### src/rtl/reg_dump_unit.sv
// reg_dump_unit: walks a register-file address range and shifts each word out serially, MSB first
module reg_dump_unit #(
  parameter int FIRST_REG  = 0,
  parameter int LAST_REG   = 15,
  parameter int DATA_WIDTH = 16
) (
  input  logic                  i_clk,
  input  logic                  i_reset,
  input  logic                  i_start,
  input  logic                  i_abort,
  output logic [3:0]            o_dump_addr,
  input  logic [DATA_WIDTH-1:0] i_dump_data,
  output logic                  o_out_bit,
  output logic                  o_out_valid,
  input  logic                  i_out_ready,
  output logic                  o_out_last,
  output logic                  o_busy,
  output logic                  o_done
);
  localparam int CW = $clog2(DATA_WIDTH);
  localparam logic [CW-1:0] LAST_CNT = CW'(DATA_WIDTH - 1);
  localparam logic [3:0] FIRST_A = 4'(FIRST_REG);
  localparam logic [3:0] LAST_A  = 4'(LAST_REG);

  typedef enum logic [1:0] {S_IDLE, S_FETCH, S_SHIFT, S_DONE} state_t;

  state_t                r_state;
  state_t                w_next;
  logic [3:0]            r_addr;
  logic [DATA_WIDTH-1:0] r_shift;
  logic [CW-1:0]         r_cnt;
  logic                  w_xfer;
  logic                  w_word_end;
  logic                  w_last_reg;

  // abort beats any same-cycle transfer, so it gates the handshake here
  assign w_xfer     = (r_state == S_SHIFT) && i_out_ready && !i_abort;
  assign w_word_end = w_xfer && (r_cnt == LAST_CNT);
  assign w_last_reg = (r_addr == LAST_A);

  // state register
  always_ff @(posedge i_clk or posedge i_reset) begin
    if (i_reset) r_state <= S_IDLE;
    else         r_state <= w_next;
  end

  // next-state: abort returns to IDLE from anywhere, otherwise walk FETCH/SHIFT per word
  always_comb begin
    w_next = r_state;
    w_next = i_abort               ? S_IDLE :
             (r_state == S_IDLE)  ? (i_start ? S_FETCH : S_IDLE) :
             (r_state == S_FETCH) ? S_SHIFT :
             (r_state == S_SHIFT) ? (w_word_end ? (w_last_reg ? S_DONE : S_FETCH) : S_SHIFT) :
                                    S_IDLE;
  end

  // address walk, word capture and MSB-first shifting
  always_ff @(posedge i_clk or posedge i_reset) begin
    if (i_reset) begin
      r_addr  <= FIRST_A;
      r_shift <= '0;
      r_cnt   <= '0;
    end else begin
      if (w_next == S_IDLE)             r_addr <= FIRST_A;
      else if (w_word_end && !w_last_reg) r_addr <= r_addr + 4'd1;
      if (r_state == S_FETCH && !i_abort) begin
        r_shift <= i_dump_data;
        r_cnt   <= '0;
      end else if (w_xfer) begin
        r_shift <= {r_shift[DATA_WIDTH-2:0], 1'b0};
        r_cnt   <= r_cnt + CW'(1);
      end
    end
  end

  assign o_dump_addr = r_addr;
  assign o_out_valid = (r_state == S_SHIFT);
  assign o_out_bit   = o_out_valid && r_shift[DATA_WIDTH-1];
  assign o_out_last  = o_out_valid && w_last_reg && (r_cnt == LAST_CNT);
  assign o_busy      = (r_state != S_IDLE);
  assign o_done      = (r_state == S_DONE);
endmodule

### config.mk
export PLATFORM = sky130hd
export DESIGN_NAME = reg_dump_unit
export DESIGN_NICKNAME = d
export VERILOG_FILES = /design/src/rtl/reg_dump_unit.sv
export SDC_FILE = /design/constraint.sdc
export NUM_CORES = 1
export LEC_CHECK = 0
export CORE_MARGIN = 2
export CORE_UTILIZATION = 50
export CTS_BUF_LIST = sky130_fd_sc_hd__clkbuf_8
export DETAILED_ROUTE_END_ITERATION = 10
export GPL_ROUTABILITY_DRIVEN = 0
export PLACE_DENSITY_LB_ADDON = 0.3
export SLEW_MARGIN = 20
export SYNTH_ARGS = -nofsm -noshare
export SYNTH_HDL_FRONTEND = slang
export SYNTH_SLANG_ARGS = --single-unit
### constraint.sdc
create_clock -name i_clk -period 1.9 [get_ports i_clk]
set_input_delay 0.19 -clock i_clk [delete_from_list [all_inputs] [get_ports i_clk]]
set_output_delay 0.19 -clock i_clk [all_outputs]
set_load 0.05 [all_outputs]
==> flow_summary.ini, run 1 <==
[clock_tree]
cts_setup_buffers = 0
clkSlewWorstSetupHoldPaths_ns = 0.08
cts_htree_levels = 1
hold_buffers = 0
cts_buffers = 3
clk_latency_ns = 0.27
cts.path.max_buffers = 2
cts-resized-gates = 0
cts.sinks = 26
cts_tree = yes
cts-root-buf = clkbuf_8

[critical_path]
critPathArrivalTime_ns = 1.56
crit_path_end_kind = output port
worstPathMaxFanout = 5
cp-start-kind = flop
r2r-end = r_shift[10]
rr_worst_depth = 3
rrSetupSlack_ns = 0.33
worstPathRequired_ns = 1.71
r2r-start = r_state[0]
startpoint = o_dump_addr[0]
critPathKind = flop to output port

[cells_and_area]
insertedDiodeCount = 0
fin_util = 0.680
layout.nets = 184
layout_commonest_cell = dfrtp_1
drive_gt1_frac = 0.119
area_delta_synth_final_pct = 27.6
design_area_sq_um = 1700
final_cell_mix = dfrtp_1, clkdlybuf4s50_1, nand2_1, nand3_1, mux2i_1

[global_routing]
grt_pass1_wl_um = 4650
grt_pass1_vias = 1040
overflow = 0
antenna_found_initial = 0
grt_max_degree = 27
grt_usage = 0.196

[drt]
viasPerCell = 5.67
route.vias.total = 1071
final_antenna_net_count = 0
drtPass1Iterations = 4
drt_wl_total_um = 2800
wl_per_cell_um = 14.8
drtIter0Drc = 59
drc = 0

[logic_synthesis]
syn_area_sq_um = 1330
synth_cells = 130
synthTopCellsByArea = dfrtp_1, mux2i_1, nand3_1
synthesis.nets = 153
netlist.top_cell.by_area = dfrtp_1
synth-seq-cells = 26
synth_warnings = 0
avgSynthCellArea_sq_um = 10.3
seq_area_frac_synth = 0.488
synthDistinctLibCells = 35
yosysTopAreaCellShare = 0.488

[timing]
worst_slew_pin_slew_ns = 0.490
fin_crit_sh = 0.918
drv_slew = 0
relSlewSlack = 0.672
fmax_mhz = 573
finalCriticalPeriod_ns = 1.75
fin_worst_skew_ns = 0.00529
setup_viol = 0
fin_setup_tns_ns = 0
hold_viol_final = 0
rsz0062_at_grt = no
hold_ws_ns = 0.264

[floorplanning]
start_util = 0.533
die_y_um = 55.6
core_area_sq_um = 2500
rows = 18
pin_count = 30
die_area_sq_um = 3090
die_x_um = 55.6

[place]
io_buffers = 29
place_area_sq_um = 1660
dp_hpwl_um = 2100

[pwr]
p_per_area_nw_per_um2 = 787
p_leak_nw = 0.798
vdd_ir_drop_max_mv = 0.645

[outcome]
status = complete, no violations

[min_path]
hold_path.class = input port to asynchronous set/reset pin

[flow_run]
maxCapViolations = 0
[registers in the layout, summed over array words and instances, names as in the netlist]
signal	count
r_cnt	4
r_shift	16
o_dump_addr	4
r_state	2
[power by group]
| group | internal (mW) | total, mW | switching (mW) |
|---|---|---|---|
| Combinational | 0.146 | 0.286 | 0.140 |
| Clock | 0.142 | 0.308 | 0.166 |
| Sequential | 0.670 | 0.743 | 0.0727 |
[critical path, cell delays in order, from the launching register on]
cell and delay (ns):
dfrtp_1 0.42, ha_1 0.22, nand3_1 0.22, nor3_4 0.26
buf_12 0.16
[cells by family (layout without fill, tap and decap cells)]
group / count (synthesis) / count (layout) / share of synthesized area
adders and majority gates: 2 / 2 / 0.0188
and+or+nand+nor: 46 / 46 / 0.193
DFF: 26 / 26 / 0.488
AOI/OAI and AO/OA: 29 / 29 / 0.144
muxes: 11 / 11 / 0.0826
xor gates and xnor gates: 1 / 1 / 0.00657
buffers and inverters: 15 / 44 / 0.0667
[through the flow]
step / std cells / power, mW / worst slack, ns
after CTS: 189 / 1.35 / 0.147
after detailed placement: 186 / 1.04 / 0.172
after global routing: 189 / 1.42 / 0.0528
final: 189 / 1.34 / 0.155
after global placement: 186 / 1.02 / 0.230
after floorplan: 130 / 0.928 / 0.106
[per-layer routing]
metal / routed length (um) / share of wire / GRT usage
met5: 0 / 0 / 0
met2: 1420 / 0.51 / 0.337
met4: 78 / 0.028 / 0.108
met3: 110 / 0.039 / 0.0395
met1: 1190 / 0.42 / 0.227
[area by class of cell]
cell class              count  area (sq um)
fillers                   199           800
flip-flops and latches     26           651
multi-input cells          89           604
repair buffers             34           340
clock buffers               3          41.3
well taps                  30          37.5
inverters                   7          26.3
[cells in the mapped netlist]
cell       instances
buf_4              2
or3_1              3
nor3_1             1
o21ai_1           10
a31o_1             1
a22o_1             2
nor2_1             5
a211oi_2           1
nand2b_1           2
nor2_2             1
nand4_1            1
xnor2_1            1
a21oi_2            1
or3b_1             1
nand4bb_1          1
nor4_1             1
nand3_1           11
a221o_1            2
clkbuf_1           1
nand3b_1           1
a31oi_1            1
mux2i_1           11
buf_2              2
inv_1              7
and3_1             2
dfrtp_1           26
o22ai_1            2
buf_6              3
and4bb_2           1
nand2_1           12
a22oi_1            4
and2_1             2
a21oi_1            5
ha_1               2
nor3b_4            1
[worst max-delay path by stage]
stage	to	cells after the start
finish	o_out_last	4
global route	o_out_last	4
CTS	o_out_last	4
detailed placement	r_shift[10]	4
global placement	r_shift[15]	4
floorplan	o_out_last	3
Power figures use the tool's default switching activity.
==> run 2: changes to the inputs <==
CELL_PAD_IN_SITES_DETAIL_PLACEMENT = 0   (was unset)
CELL_PAD_IN_SITES_GLOBAL_PLACEMENT = 2   (was unset)
CORE_UTILIZATION = 32   (was 50)
==> run 2 against run 1 <==
Clock-buffer cell count did not move. Total power fell by 0.93%. Fmax is 2.1% higher. Largest power group unchanged. Largest cell class unchanged. Final cell count increased by 11%. Sequential share of layout area shrank 0.72 points. Design area is 1.9% higher. Critical endpoint unchanged. Routed wire length is 1.2% lower. Global-route usage shrank 5.9 points.
==> flow_summary.ini, run 2 (same netlist as run 1, synthesis figures left out) <==
[drt]
drt_wl_total_um = 2770
route.vias.total = 1053
drtIter0Drc = 79
drc = 0
drtPass1Iterations = 4
final_antenna_net_count = 0
viasPerCell = 5.01
wl_per_cell_um = 13.2

[timing]
drv_slew = 0
fin_setup_tns_ns = 0
rsz0062_at_grt = no
setup_viol = 0
fin_crit_sh = 0.900
fmax_mhz = 585
fin_worst_skew_ns = 0.00333
finalCriticalPeriod_ns = 1.71
relSlewSlack = 0.672
fin_ws_ns = 0.191
hold_viol_final = 0
hold_ws_ns = 0.277
worst_slew_pin_slew_ns = 0.490

[critical_path]
worstPathRequired_ns = 1.71
crit_path_end_kind = output port
r2r-end = r_shift[2]
rr_worst_depth = 4
startpoint = o_dump_addr[0]
crit_end = o_out_last
worstPathMaxFanout = 5
critPathArrivalTime_ns = 1.52
critPathKind = flop to output port
rrSetupSlack_ns = 0.36
cp-start-kind = flop
r2r-start = r_state[1]

[outcome]
status = complete, no violations

[pwr]
p_leak_nw = 0.804
p_per_area_nw_per_um2 = 765
vdd_ir_drop_max_mv = 0.419
power_mw = 1.33

[global_routing]
grt_pass1_wl_um = 4820
overflow = 0
grt_usage = 0.136
grt_pass1_vias = 1078
grt_max_degree = 27
antenna_found_initial = 0

[cells_and_area]
layout_commonest_cell = dfrtp_1
final_cell_mix = dfrtp_1, clkdlybuf4s50_1, nand2_1, nand3_1, mux2i_1
fillers = 396
design_area_sq_um = 1730
regMostFlops = r_shift
area_delta_synth_final_pct = 30.0
largest_reg_flops = 16
insertedDiodeCount = 0
drive_gt1_frac = 0.125
fin_util = 0.433
finalNonFillerCells = 210
layout.nets = 185

[clock_tree]
cts.path.max_buffers = 2
cts-resized-gates = 0
cts_htree_levels = 1
clkSlewWorstSetupHoldPaths_ns = 0.09
cts_buffers = 3
hold_buffers = 0
cts.sinks = 26
cts_tree = yes
clk_latency_ns = 0.26
cts-root-buf = clkbuf_8
cts_setup_buffers = 0

[flow_run]
maxCapViolations = 0

[floorplanning]
die_y_um = 68.5
start_util = 0.333
pin_count = 30
die_x_um = 68.5
rows = 23
die_area_sq_um = 4700
core_area_sq_um = 4000

[place]
dp_slack_ns = 0.201
dp_hpwl_um = 2050
dp.cells = 207
place_area_sq_um = 1690
io_buffers = 29

[min_path]
hold_path.class = input port to asynchronous set/reset pin
-- run 2: cell count changes in the layout (fill, tap and decap cells not counted) --
cell / before / now
buf_4: 8 / 9
-- run 2: final cells by class --
type                            count  area, sq um  area share
Inverter                            7         26.3      0.0152
Sequential cell                    26          651       0.375
Multi-Input combinational cell     89          604       0.349
Tap cell                           50         62.6      0.0361
Timing Repair Buffer               35          348       0.201
Clock buffer                        3         41.3      0.0238
-- run 2: power breakdown --
group	total [mW]	leakage (nW)	internal [mW]	switching, mW
logic	0.280	0.447	0.146	0.135
clock network	0.304	0.0216	0.142	0.163
registers	0.741	0.335	0.670	0.0704
total	1.32	0.804	0.957	0.368
-- run 2: worst min-delay path by stage --
stage / startpoint / to / slack [ns] / cells after the start
floorplan: i_reset / o_dump_addr[0] / 0.23 / 1
global placement: r_shift[6] / r_shift[7] / 0.48 / 2
detailed placement: r_shift[6] / r_shift[7] / 0.48 / 2
CTS: i_reset / r_shift[7] / 0.29 / 3
global route: i_reset / r_shift[0] / 0.32 / 3
finish: i_reset / r_cnt[1] / 0.28 / 3
-- run 2: worst max-delay path: stages (launching register included) --
cell and delay [ns]:
dfrtp_1 0.42, ha_1 0.22, nand3_1 0.20, nor3_4 0.25
buf_12 0.16
-- run 2: per-layer routing --
layer / vias to the layer above / global-route usage / routed length, um
met5: - / 0 / 0
met4: 0 / 0.0375 / 19
met3: 2 / 0.0227 / 151
met2: 31 / 0.234 / 1310
met1: 498 / 0.177 / 1290
li1: 522 / - / -
==> run 3: changes to the inputs <==
CTS_CLUSTER_SIZE = 28   (was unset)
==> results of run 3 <==
The final DEF is identical to that of run 2; final timing and power are the same.
